[src/rtl/datapath_p.sv]
// Purpose: word-wide datapath (bus, 8-entry register file, ALU, address adder, PC/IR/MAR/MDR, NZP/BEN) with a memory FSM.
// Latency: register loads land on the next rising Clk; start -> mem_req next cycle; read data in MDR one cycle after mem_ack.
// Backpressure: mem_req holds until mem_ack or TIMEOUT abort; starts while not idle and acks outside REQ are dropped.
module datapath_p #(
    parameter int WIDTH   = 16,
    parameter int TIMEOUT = 15
) (
    input  logic             Clk,
    input  logic             Reset_al,
    input  logic             LD_PC,
    input  logic             LD_IR,
    input  logic             LD_MAR,
    input  logic             LD_MDR,
    input  logic             LD_BEN,
    input  logic             LD_CC,
    input  logic             LD_REG,
    input  logic             GateALU,
    input  logic             GatePC,
    input  logic             GateMARMUX,
    input  logic             GateMDR,
    input  logic [1:0]       PCMUX,
    input  logic [1:0]       ADDR2MUX,
    input  logic [1:0]       ALUK,
    input  logic             ADDR1MUX,
    input  logic             SR1MUX,
    input  logic             DRMUX,
    input  logic             MEM_RD,
    input  logic             MEM_WR,
    input  logic             mem_ack,
    input  logic [WIDTH-1:0] mem_rdata,
    output logic             mem_req,
    output logic             mem_we,
    output logic [WIDTH-1:0] mem_addr,
    output logic [WIDTH-1:0] mem_wdata,
    output logic             MEM_BUSY,
    output logic             MEM_ERR,
    output logic             BEN,
    output logic [2:0]       NZP,
    output logic [WIDTH-1:0] IR,
    output logic [WIDTH-1:0] PC,
    output logic [WIDTH-1:0] MAR,
    output logic [WIDTH-1:0] MDR
);

    typedef enum logic [1:0] {IDLE, REQ, DONE, ERR} mem_state_t;

    mem_state_t       state, state_nxt;
    logic [7:0]       tmo_cnt;
    logic             start_ok, start_bad, to_err, rd_done;
    logic [WIDTH-1:0] regs [8];
    logic [WIDTH-1:0] sr1_dat, sr2_dat, alu_b, alu_dat;
    logic [WIDTH-1:0] addr1, addr2, adder_dat, bus;
    logic [2:0]       sr1_idx, dr_idx;
    logic             unused_ir;

    // Opcode bits above the operand fields are only meaningful to the controller.
    assign unused_ir = ^IR[WIDTH-1:12];

    assign sr1_idx = SR1MUX ? IR[8:6] : IR[11:9];
    assign dr_idx  = DRMUX ? 3'd7 : IR[11:9];
    assign sr1_dat = regs[sr1_idx];
    assign sr2_dat = regs[IR[2:0]];
    assign alu_b   = IR[5] ? {{(WIDTH-5){IR[4]}}, IR[4:0]} : sr2_dat;
    assign addr1   = ADDR1MUX ? PC : sr1_dat;

    // ALU function and address-adder offset selection.
    always_comb begin
        alu_dat = sr1_dat;
        addr2   = '0;
        case (ALUK)
            2'd0:    alu_dat = sr1_dat + alu_b;
            2'd1:    alu_dat = sr1_dat & alu_b;
            2'd2:    alu_dat = ~sr1_dat;
            default: alu_dat = sr1_dat;
        endcase
        case (ADDR2MUX)
            2'd0:    addr2 = {{(WIDTH-11){IR[10]}}, IR[10:0]};
            2'd1:    addr2 = {{(WIDTH-9){IR[8]}}, IR[8:0]};
            2'd2:    addr2 = {{(WIDTH-6){IR[5]}}, IR[5:0]};
            default: addr2 = '0;
        endcase
    end

    assign adder_dat = addr1 + addr2;

    // Single shared bus with fixed driver priority; undriven bus reads as zero.
    always_comb begin
        bus = '0;
        if (GateALU)         bus = alu_dat;
        else if (GatePC)     bus = PC;
        else if (GateMARMUX) bus = adder_dat;
        else if (GateMDR)    bus = MDR;
    end

    // Register file write port.
    always_ff @(posedge Clk or negedge Reset_al) begin
        if (!Reset_al) begin
            for (int i = 0; i < 8; i++) regs[i] <= '0;
        end else if (LD_REG) begin
            regs[dr_idx] <= bus;
        end
    end

    // Architectural registers; a read completion takes priority over a bus load of MDR.
    always_ff @(posedge Clk or negedge Reset_al) begin
        if (!Reset_al) begin
            PC  <= '0;
            IR  <= '0;
            MAR <= '0;
            MDR <= '0;
            NZP <= 3'b010;
            BEN <= 1'b0;
        end else begin
            if (LD_PC) begin
                case (PCMUX)
                    2'd0:    PC <= bus;
                    2'd1:    PC <= adder_dat;
                    2'd2:    PC <= PC + WIDTH'(1);
                    default: PC <= PC;
                endcase
            end
            if (LD_IR)  IR  <= bus;
            if (LD_MAR) MAR <= bus;
            if (rd_done)     MDR <= mem_rdata;
            else if (LD_MDR) MDR <= bus;
            if (LD_CC)  NZP <= {bus[WIDTH-1], bus == '0, !bus[WIDTH-1] && (bus != '0)};
            if (LD_BEN) BEN <= (IR[11] & NZP[2]) | (IR[10] & NZP[1]) | (IR[9] & NZP[0]);
        end
    end

    // Memory FSM state register.
    always_ff @(posedge Clk or negedge Reset_al) begin
        if (!Reset_al) state <= IDLE;
        else           state <= state_nxt;
    end

    // Memory FSM next state and the one-cycle event strobes.
    always_comb begin
        state_nxt = state;
        start_ok  = 1'b0;
        start_bad = 1'b0;
        to_err    = 1'b0;
        case (state)
            IDLE: begin
                if (MEM_RD ^ MEM_WR) begin
                    state_nxt = REQ;
                    start_ok  = 1'b1;
                end else if (MEM_RD && MEM_WR) begin
                    start_bad = 1'b1;
                end
            end
            REQ: begin
                if (mem_ack) begin
                    state_nxt = DONE;
                end else if (tmo_cnt == 8'(TIMEOUT)) begin
                    state_nxt = ERR;
                    to_err    = 1'b1;
                end
            end
            DONE:    state_nxt = IDLE;
            ERR:     state_nxt = IDLE;
            default: state_nxt = IDLE;
        endcase
    end

    assign rd_done = (state == REQ) && mem_ack && !mem_we;

    // Request direction, timeout counter and sticky error flag.
    always_ff @(posedge Clk or negedge Reset_al) begin
        if (!Reset_al) begin
            mem_we  <= 1'b0;
            tmo_cnt <= '0;
            MEM_ERR <= 1'b0;
        end else begin
            if (start_ok) begin
                mem_we  <= MEM_WR;
                tmo_cnt <= '0;
            end else if (state == REQ) begin
                tmo_cnt <= tmo_cnt + 8'd1;
            end
            if (start_ok)                 MEM_ERR <= 1'b0;
            else if (start_bad || to_err) MEM_ERR <= 1'b1;
        end
    end

    assign mem_req   = (state == REQ);
    assign MEM_BUSY  = (state == REQ) || (state == DONE);
    assign mem_addr  = MAR;
    assign mem_wdata = MDR;

endmodule

[config.mk]
export PLATFORM = sky130hd
export DESIGN_NAME = datapath_p
export DESIGN_NICKNAME = d
export VERILOG_FILES = /design/src/rtl/datapath_p.sv
export SDC_FILE = /design/constraint.sdc
export NUM_CORES = 1
export LEC_CHECK = 0
export ABC_AREA = 1
export CAP_MARGIN = 20
export CORE_ASPECT_RATIO = 1.25
export CORE_MARGIN = 2
export CORE_UTILIZATION = 50
export CTS_CLUSTER_SIZE = 24
export DETAILED_ROUTE_END_ITERATION = 12
export GPL_TIMING_DRIVEN = 0
export PLACE_DENSITY = 0.75
export SYNTH_ARGS = -nofsm -noshare
export SYNTH_HDL_FRONTEND = slang
export SYNTH_SLANG_ARGS = --single-unit
[constraint.sdc]
create_clock -name Clk -period 7.3 [get_ports Clk]
set_input_delay 1.46 -clock Clk [delete_from_list [all_inputs] [get_ports Clk]]
set_output_delay 1.46 -clock Clk [all_outputs]
set_load 0.01 [all_outputs]
==> results.yml, run 1 <==
sta:
  rsz0062_at_grt: "no"
  fin_ws_ns: 1.88
  finalHoldViolations: 0
  finClkSkew_ns: 0.0178
  fmax_mhz: 184
  setup_viol: 0
  slew_headroom_pct: 26.5
  period_share_pct: 74.3
  worst_pin_slew_ns: 1.10
  fin_setup_tns_ns: 0
  slew_viol_final: 0
  period_minus_slack_ns: 5.42
floorplan:
  core_um2: 28400
  ios: 145
  die_width_um: 156
  die_h_um: 194
  start_util_pct: 50.7
  num_rows: 69
  die_area_um2: 30200
worst_hold_path:
  hold_depth: 2
  min_path_type: "register to register"
power_and_ir_drop:
  p_seq_share_pct: 24.9
  p_total_w: 0.00830
  p_sw_share_pct: 50.4
  intPower_w: 0.00411
  combPwrFrac_pct: 59.9
  pwr-share-clk_pct: 15.2
  p_leak_nw: 7.98
  net-switching-power_w: 0.00418
  vdd_drop_max_mv: 0.249
  p_per_area_nw_per_um2: 486
yosys:
  synth_top_area_cell: "dfrtp_1"
  syn-num-nets: 2179
  synth.top_cell.area_share_pct: 36.0
  netlist_area_um2: 14400
  syn-instance-count: 2097
  synthTopCellsByCount: "486 x nand2_1, 230 x inv_1, 221 x o21ai_0"
  synth_ff_type: "dfrtp_1"
  yosysWarnings: 0
  synth.area.top_cells: "dfrtp_1 36%, nand2_1 13%, o21ai_0 7.7%, a21oi_1 7.0%, inv_1 6.0%"
  synthArstFlopShare_pct: 100
  ys_types: 55
  yosysMostFrequentCell: "nand2_1"
  synth-seq-cells: 208
  syn_avg_cell_area_um2: 6.87
  ys_seq_area_share_pct: 36.2
  synth_edf_count: 0
run:
  drv_cap: 0
global_route:
  grt.total_usage_pct: 39.3
  antenna_found_initial: 2
  grt_pass1_vias: 15300
  gr-total-overflow: 0
  grt_max_degree: 111
  grt_first_pass_wirelength_um: 90100
finish:
  antenna_cells: 0
  syn_to_final_growth_pct: 18.6
  drive_above_1_share_pct: 7.54
  num-fill-cells: 2742
  fin_nets: 2346
  post-route-util_pct: 60.1
clocking:
  cts.sinks: 208
  ctsHoldBuffers: 0
  cts_root_buffer: "clkbuf_16"
  clkLatencyLatePin_ns: 0.57
  cts_tree: "built"
  postCtsResizedCells: 0
  clkTransAtPathRegs_ns: 0.07
  numCtsBuffers: 24
  cts_setup_buffers: 0
  cts_max_level: 1
  cts_buffer_depth: 3
worst_setup_path:
  slowest_delay_ns: 0.52
  reg2reg_depth: 20
  crit_buf_inv: 6
  crit_slowest_cell: "a21boi_2"
  reg2reg_slack_ns: 1.93
  arrival_ns: 5.84
  cp.depth: 24
  critical-path-top-delay-family: "compound AO/OA/AOI/OAI gates"
  crit_type: "primary input to register"
  cp-end-kind: "register"
  cp_common_cell: "nand2_1"
  cp-start-kind: "primary input"
  crit_required_ns: 7.72
  critical_path.cell_chain: "buf_6 -> o21ai_4 -> buf_4 -> buf_6 -> nand3_1 -> nand2_1 -> inv_1 -> nand2_1 -> o21ai_1 -> o21ai_0 -> ha_1 -> inv_1 -> fa_1 -> nand3b_1 -> nand3_1 -> nand3_1 -> o21ai_0 -> xor2_1 -> nand2_1 -> nand2_1 -> o211ai_1 -> a21boi_2 -> buf_4 -> a21oi_1"
  critPathMaxFanout: 10
placement:
  dp_hpwl_um: 43500
  portBuffers: 139
  pre_cts_ws_ns: 1.41
  place.gp.congestion: 1.04
routing:
  drtAntennaViolNets: 0
  vias: 15800
  drt_iter0_drc: 1957
  drc: 0
  drt_wl_total_um: 59800
  dr.pass1.iters: 6
  wl_per_cell_um: 22.7
  vias_per_cell: 5.99
status:
  run_status: "complete, no violations"
-- cells by family (layout without fill, tap and decap cells) --
logic type | Yosys count | count (layout) | synth area share (%)
AND/OR/NAND/NOR | 890 | 890 | 25.6
flip-flops | 208 | 208 | 36.2
adder cells (fa/ha/maj) | 41 | 41 | 3.67
buffers and inverters | 393 | 578 | 12.1
AO/OA/AOI/OAI | 553 | 553 | 21.7
XOR/XNOR | 12 | 12 | 0.730
-- tightest hold or removal path, cell delays in order (launching register included) --
cell and delay [ns]:
dfstp_2 0.38, nand2_1 0.06, nand2_1 0.05
-- per-stage QoR --
step                      cell area (µm²)  std cells  hold slack [ns]
final                               17100       2637            0.488
after global routing                17100       2637            0.502
after CTS                           17100       2636            0.480
after detailed placement            16300       2592            0.473
after global placement              16200       2591            0.470
after floorplan                     14400       2097            0.446
-- worst paths after layout --
| path | to | from |
|---|---|---|
| min | NZP[1]$_DFFE_PN1P_ | NZP[1]$_DFFE_PN1P_ |
| max in group asynchronous | NZP[1]$_DFFE_PN1P_ | Reset_al |
| min reg2reg | NZP[1]$_DFFE_PN1P_ | NZP[1]$_DFFE_PN1P_ |
| min in group asynchronous | regs[116]$_DFFE_PN0P_ | Reset_al |
| max | regs[14]$_DFFE_PN0P_ | SR1MUX |
| max reg2reg | regs[63]$_DFFE_PN0P_ | IR[0]$_DFFE_PN0P_ |
-- layout make-up --
| class | count | area [µm²] | share of cell area [%] |
|---|---|---|---|
| Inverter | 243 | 913 | 5.35 |
| Multi-Input combinational cell | 1496 | 7440 | 43.6 |
| Clock buffer | 26 | 608 | 3.56 |
| Buffer | 150 | 835 | 4.89 |
| Tap cell | 355 | 444 | 2.60 |
| Timing Repair Buffer | 141 | 1430 | 8.38 |
| Sequential cell | 208 | 5210 | 30.5 |
| Clock inverter | 18 | 198 | 1.16 |
-- placed cells by master, fill, tap and decap left out, types with 5 or more instances in the layout --
cell / synthesis / final
nand2_1: 486 / 486
inv_1: 230 / 230
o21ai_0: 221 / 221
dfrtp_1: 207 / 207
a21oi_1: 202 / 202
nor2_1: 190 / 190
nand3_1: 164 / 164
clkdlybuf4s50_1: 0 / 138
clkbuf_1: 77 / 79
buf_4: 43 / 43
o211ai_1: 43 / 43
ha_1: 39 / 39
clkbuf_16: 0 / 24
o21ai_1: 22 / 22
nand2_2: 17 / 17
buf_2: 16 / 16
buf_6: 12 / 12
nor3_1: 12 / 12
o22ai_1: 11 / 11
inv_2: 10 / 10
xor2_1: 9 / 9
a31oi_1: 9 / 9
a221oi_1: 8 / 8
nand4_1: 6 / 6
clkinv_2: 1 / 6
clkinvlp_4: 0 / 6
o21ai_2: 5 / 5
nand3b_1: 5 / 5
-- sequential cells by signal, indices dropped and copies added (netlist names) --
register  count
state         2
regs        128
MEM_ERR       1
MDR          16
mem_we        1
tmo_cnt       8
MAR          16
PC           16
BEN           1
IR           16
NZP           3
-- power groups by stage --
stage	Combinational [W]	Clock, W	Sequential [W]
4_1_cts	0.00484	0.00126	0.00205
3_5_place_dp	0.00481	0	0.00206
2_1_floorplan	0.00307	0	0.00200
5_1_grt	0.00542	0.00131	0.00212
3_3_place_gp	0.00474	0	0.00205
6_report	0.00497	0.00126	0.00207
-- metal layers --
metal / global-route usage, % / up-vias / part of all wire (%)
li1: - / 7202 / -
met1: 48.7 / 7339 / 38
met2: 61.7 / 1017 / 44
met3: 8.81 / 230 / 11
met4: 25.5 / 2 / 7.4
met5: 0 / - / 0.018
Note: power is estimated with default switching activity, not from simulation.
==> inputs of run 2 (changes only) <==
- clock period: 7.3 -> 5 ns (I/O delays scaled with it)
==> run 2 against run 1 <==
First-iteration DRC count grew 0.26%; flip-flop and latch count is the same; clock power grew 47%; clock skew is essentially flat; via count shrank 0.27%; core utilization grew 0.19 points; die area is the same; routed wire length is essentially flat; critical path type is now register to register; count of clock-buffer cells in the layout is the same.
==> results.yml, run 2 (synthesis results as in run 1) <==
status:
  run_status: "complete, no violations"
routing:
  wl_per_cell_um: 22.7
  drt_wl_total_um: 59800
  drtAntennaViolNets: 0
  vias: 15700
  dr.pass1.iters: 6
  drt_iter0_drc: 1962
  vias_per_cell: 5.97
  drc: 0
global_route:
  grt_max_degree: 111
  grt.total_usage_pct: 39.3
  grt_first_pass_wirelength_um: 90100
  grt_pass1_vias: 15300
  antenna_found_initial: 2
  gr-total-overflow: 0
power_and_ir_drop:
  vdd_drop_max_mv: 0.363
  p_per_area_nw_per_um2: 709
  p_leak_nw: 8.03
placement:
  dp_hpwl_um: 43500
  dp_cells: 2592
  dpl_cell_area_um2: 16300
  place.gp.congestion: 1.04
  pre_cts_ws_ns: -0.427
  portBuffers: 139
worst_hold_path:
  min_path_type: "primary input to async pin"
sta:
  fmax_mhz: 207
  rsz0062_at_grt: "no"
  finalHoldViolations: 0
  timing.hold.ws_ns: 0.469
  slew_headroom_pct: 26.4
  setup_viol: 0
  finClkSkew_ns: 0.0179
  fin_ws_ns: 0.172
  worst_pin_slew_ns: 1.10
  period_share_pct: 96.6
  slew_viol_final: 0
  period_minus_slack_ns: 4.83
finish:
  seqCellArea_um2: 5210
  final_common_cell: "nand2_1"
  drive_above_1_share_pct: 8.10
  antenna_cells: 0
  num-fill-cells: 2729
  fin_nets: 2347
  multi_input_area_um2: 7460
  mostFrequentLayoutCells: "486 x nand2_1, 230 x inv_1, 220 x o21ai_0"
  final_cells: 2638
  top_register: "regs"
  syn_to_final_growth_pct: 19.0
  final_area_um2: 17100
  largest_reg_flops: 128
clocking:
  clkTransAtPathRegs_ns: 0.07
  clkLatencyLatePin_ns: 0.57
  cts_tree: "built"
  cts_max_level: 1
  numCtsBuffers: 24
  cts_root_buffer: "clkbuf_16"
  cts.sinks: 208
  cts_buffer_depth: 3
  ctsHoldBuffers: 0
floorplan:
  ios: 145
  start_util_pct: 50.7
  core_um2: 28400
  die_width_um: 156
  die_area_um2: 30200
  die_h_um: 194
  num_rows: 69
run:
  drv_cap: 0
worst_setup_path:
  cp-start-kind: "register"
  crit_type: "register to register"
  critPathMaxFanout: 10
  arrival_ns: 5.25
  crit_required_ns: 5.42
  cp-end-kind: "register"
run 2: through the flow:
step / TNS (ns) / utilization [%] / power (W)
detailed placement: -14.91 / 57.3 / 0.0100
global placement: -1247.12 / 57.1 / 0.00992
global route: 0 / 60.3 / 0.0130
floorplan: 0 / - / 0.00740
CTS: 0 / 60.1 / 0.0119
finish: 0 / 60.3 / 0.0122
run 2: final timing paths:
check / from / endpoint / slack [ns] / cells past startpoint
worst max register to register: IR[1]$_DFFE_PN0P_ / regs[15]$_DFFE_PN0P_ / 0.17 / 19
worst max-delay path: IR[1]$_DFFE_PN0P_ / regs[15]$_DFFE_PN0P_ / 0.17 / 19
worst min-delay path: Reset_al / regs[116]$_DFFE_PN0P_ / 0.47 / 1
min in group Clk: NZP[1]$_DFFE_PN1P_ / NZP[1]$_DFFE_PN1P_ / 0.49 / 2
worst min register to register: NZP[1]$_DFFE_PN1P_ / NZP[1]$_DFFE_PN1P_ / 0.49 / 2
max in group asynchronous: Reset_al / IR[9]$_DFFE_PN0P_ / 3.51 / 2
run 2: final cells by class:
cell class                      instances  area share [%]
Sequential cell                       208            30.4
Timing Repair Buffer                  145            8.53
Clock buffer                           26            3.55
Multi-Input combinational cell       1496            43.6
Tap cell                              355            2.59
Buffer                                147            4.88
Inverter                              243            5.33
Clock inverter                         18            1.15
run 2: repair_timing:
| action | 4_1_cts | 5_1_grt |
|---|---|---|
| resized for setup | 5 | 13 |
| setup endpoints to repair | 12 | 85 |
| pin swaps | 0 | 1 |
| setup buffers | 0 | 4 |
run 2: critical path, stage by stage (launching register included):
cell and delay [ns]:
dfrtp_1 0.34, buf_2 0.26, clkbuf_1 0.44, buf_1 0.63
o21ai_0 0.21, o22ai_1 0.23, nand2_1 0.11, nand3_1 0.22
ha_1 0.37, nand2_1 0.17, nor2_1 0.07, nor2_1 0.18
nor2_1 0.07, a211oi_1 0.33, nand3_1 0.13, nand3_1 0.09
nand2_1 0.11, a21boi_4 0.30, buf_4 0.28, a21oi_1 0.10
run 2: power by group:
part	internal (W)	total, W	switching (W)	leakage [nW]
logic	0.00261	0.00729	0.00467	5.13
clock network	0.00101	0.00185	0.000841	0.377
registers	0.00241	0.00302	0.000605	2.52
total	0.00603	0.0122	0.00612	8.03
run 2: metal layers:
metal | global-route usage, % | wire length [µm] | vias up
met1 | 48.7 | 22300 | 7264
met5 | 0 | 31 | -
li1 | - | - | 7204
met2 | 61.7 | 26500 | 1031
met4 | 25.5 | 4340 | 4
met3 | 8.81 | 6600 | 244
==> inputs of run 3 (changes only) <==
- CTS_BUF_LIST: unset -> sky130_fd_sc_hd__clkbuf_4 sky130_fd_sc_hd__clkbuf_8 sky130_fd_sc_hd__clkbuf_16
==> run 3 against run 2 <==
Final cell count unchanged; power about the same; core utilization about the same; worst setup slack improved by 0.019 ns; fmax increased by 0.39%; flip-flop and latch count unchanged; clock power about the same; die area unchanged; count of clock-buffer cells in the layout unchanged; critical endpoint is now regs[63]$_DFFE_PN0P_.
==> results.yml, run 3 (synthesis results as in run 1) <==
status:
  run_status: "complete, no violations"
clocking:
  ctsHoldBuffers: 0
  cts_root_buffer: "clkbuf_16"
  cts.sinks: 208
  cts_tree: "built"
  cts_max_level: 1
  cts_buffer_depth: 3
  clkLatencyLatePin_ns: 0.57
  clkTransAtPathRegs_ns: 0.07
  numCtsBuffers: 24
floorplan:
  ios: 145
  num_rows: 69
  core_um2: 28400
  die_width_um: 156
  die_h_um: 194
  die_area_um2: 30200
  start_util_pct: 50.7
sta:
  slew_headroom_pct: 24.8
  setup_viol: 0
  period_share_pct: 96.2
  worst_pin_slew_ns: 1.13
  fin_ws_ns: 0.191
  period_minus_slack_ns: 4.81
  finClkSkew_ns: 0.0228
  finalHoldViolations: 0
  rsz0062_at_grt: "no"
  fmax_mhz: 208
  slew_viol_final: 0
finish:
  post-route-util_pct: 60.3
  largest_reg_flops: 128
  antenna_cells: 0
  fin_nets: 2347
  final_common_cell: "nand2_1"
  mostFrequentLayoutCells: "486 x nand2_1, 230 x inv_1, 220 x o21ai_0"
  num-fill-cells: 2729
  top_register: "regs"
  syn_to_final_growth_pct: 19.1
  final_cells: 2638
  drive_above_1_share_pct: 8.19
worst_setup_path:
  cp-end-kind: "register"
  arrival_ns: 5.22
  cp-start-kind: "register"
  crit_type: "register to register"
  slowest_delay_ns: 0.61
  critical_path.cell_chain: "buf_2 -> clkbuf_1 -> buf_1 -> o21ai_0 -> o22ai_1 -> nand2_1 -> nand3_1 -> ha_1 -> nand2_1 -> nor2_1 -> nor2_1 -> nor2_1 -> a211oi_1 -> nand3_1 -> nand3_1 -> nand2_1 -> a21boi_4 -> buf_4 -> a21oi_1"
  critPathMaxFanout: 10
  crit_slowest_cell: "buf_1"
  crit_required_ns: 5.41
power_and_ir_drop:
  vdd_drop_max_mv: 0.364
  p_leak_nw: 8.03
  p_per_area_nw_per_um2: 709
placement:
  pre_cts_ws_ns: -0.427
  place.gp.congestion: 1.04
  portBuffers: 139
  dp_cells: 2592
  dp_hpwl_um: 43500
routing:
  wl_per_cell_um: 22.7
  drt_iter0_drc: 1932
  drtAntennaViolNets: 0
  drc: 0
  vias: 15800
  dr.pass1.iters: 8
  drt_wl_total_um: 59800
  vias_per_cell: 5.98
worst_hold_path:
  min_path_type: "primary input to async pin"
global_route:
  gr-total-overflow: 0
  grt_first_pass_wirelength_um: 90100
  antenna_found_initial: 2
  grt_max_degree: 111
  grt_pass1_vias: 15300
  grt.total_usage_pct: 39.3
run:
  drv_cap: 0
==> run 3: changes by cell type in the layout (fill, tap and decap cells not counted) <==
cell / before / now
clkbuf_4: 3 / 5
clkbuf_1: 71 / 69
==> run 3: final timing paths <==
path,depth (start not counted),slack (ns),end,startpoint
max reg2reg,19,0.19,regs[63]$_DFFE_PN0P_,IR[1]$_DFFE_PN0P_
min in group Clk,2,0.49,NZP[1]$_DFFE_PN1P_,NZP[1]$_DFFE_PN1P_
max in group asynchronous,2,3.49,IR[9]$_DFFE_PN0P_,Reset_al
max,19,0.19,regs[63]$_DFFE_PN0P_,IR[1]$_DFFE_PN0P_
min reg2reg,2,0.49,NZP[1]$_DFFE_PN1P_,NZP[1]$_DFFE_PN1P_
min,1,0.48,regs[116]$_DFFE_PN0P_,Reset_al
==> run 3: metrics by stage <==
stage | cell area [µm²] | hold slack [ns] | TNS [ns] | power, W
4_1_cts | 17100 | 0.480 | 0 | 0.0119
3_3_place_gp | 16200 | 0.470 | -1247.12 | 0.00992
6_report | 17100 | 0.482 | 0 | 0.0122
5_1_grt | 17100 | 0.502 | 0 | 0.0130
2_1_floorplan | 14400 | 0.446 | 0 | 0.00740
3_5_place_dp | 16300 | 0.473 | -14.91 | 0.0100
==> run 3: per-layer routing <==
| layer | vias up | GRT usage [%] | share of wire, % |
|---|---|---|---|
| met2 | 1012 | 61.7 | 44 |
| li1 | 7189 | - | - |
| met4 | 4 | 25.5 | 7.4 |
| met1 | 7327 | 48.7 | 37 |
| met5 | - | 0 | 0.052 |
| met3 | 244 | 8.81 | 11 |
==> run 3: repair_timing <==
| action | CTS | global route |
|---|---|---|
| endpoints found under the setup margin | 12 | 85 |
| setup buffers | 0 | 4 |
| pin swaps | 0 | 1 |
| resized for setup | 5 | 13 |
| gates cloned | 0 | 0 |
==> run 3: critical path, delay by kind of cell, from the launching register on <==
kind | cells | cell delay, ns
AOI/OAI and AO/OA | 5 | 1.17
buffers and inverters | 4 | 1.59
and+or+nand+nor | 9 | 1.15
adders and majority gates | 1 | 0.37
DFF | 1 | 0.34
==> run 3: final cells by class <==
class                      instances  area, µm²  area share [%]
multi-input combinational       1496       7460            43.5
sequential                       208       5210            30.4
timing repair buffer             145       1460            8.53
inverter                         243        913            5.33
buffer                           147        836            4.88
clock buffer                      26        616            3.59
tap                              355        444            2.59
clock inverter                    18        198            1.15
==> run 3: where the power goes <==
part	switching (W)	internal [W]	total [W]
Combinational	0.00467	0.00261	0.00729
Clock	0.000837	0.00102	0.00185
Sequential	0.000604	0.00241	0.00302
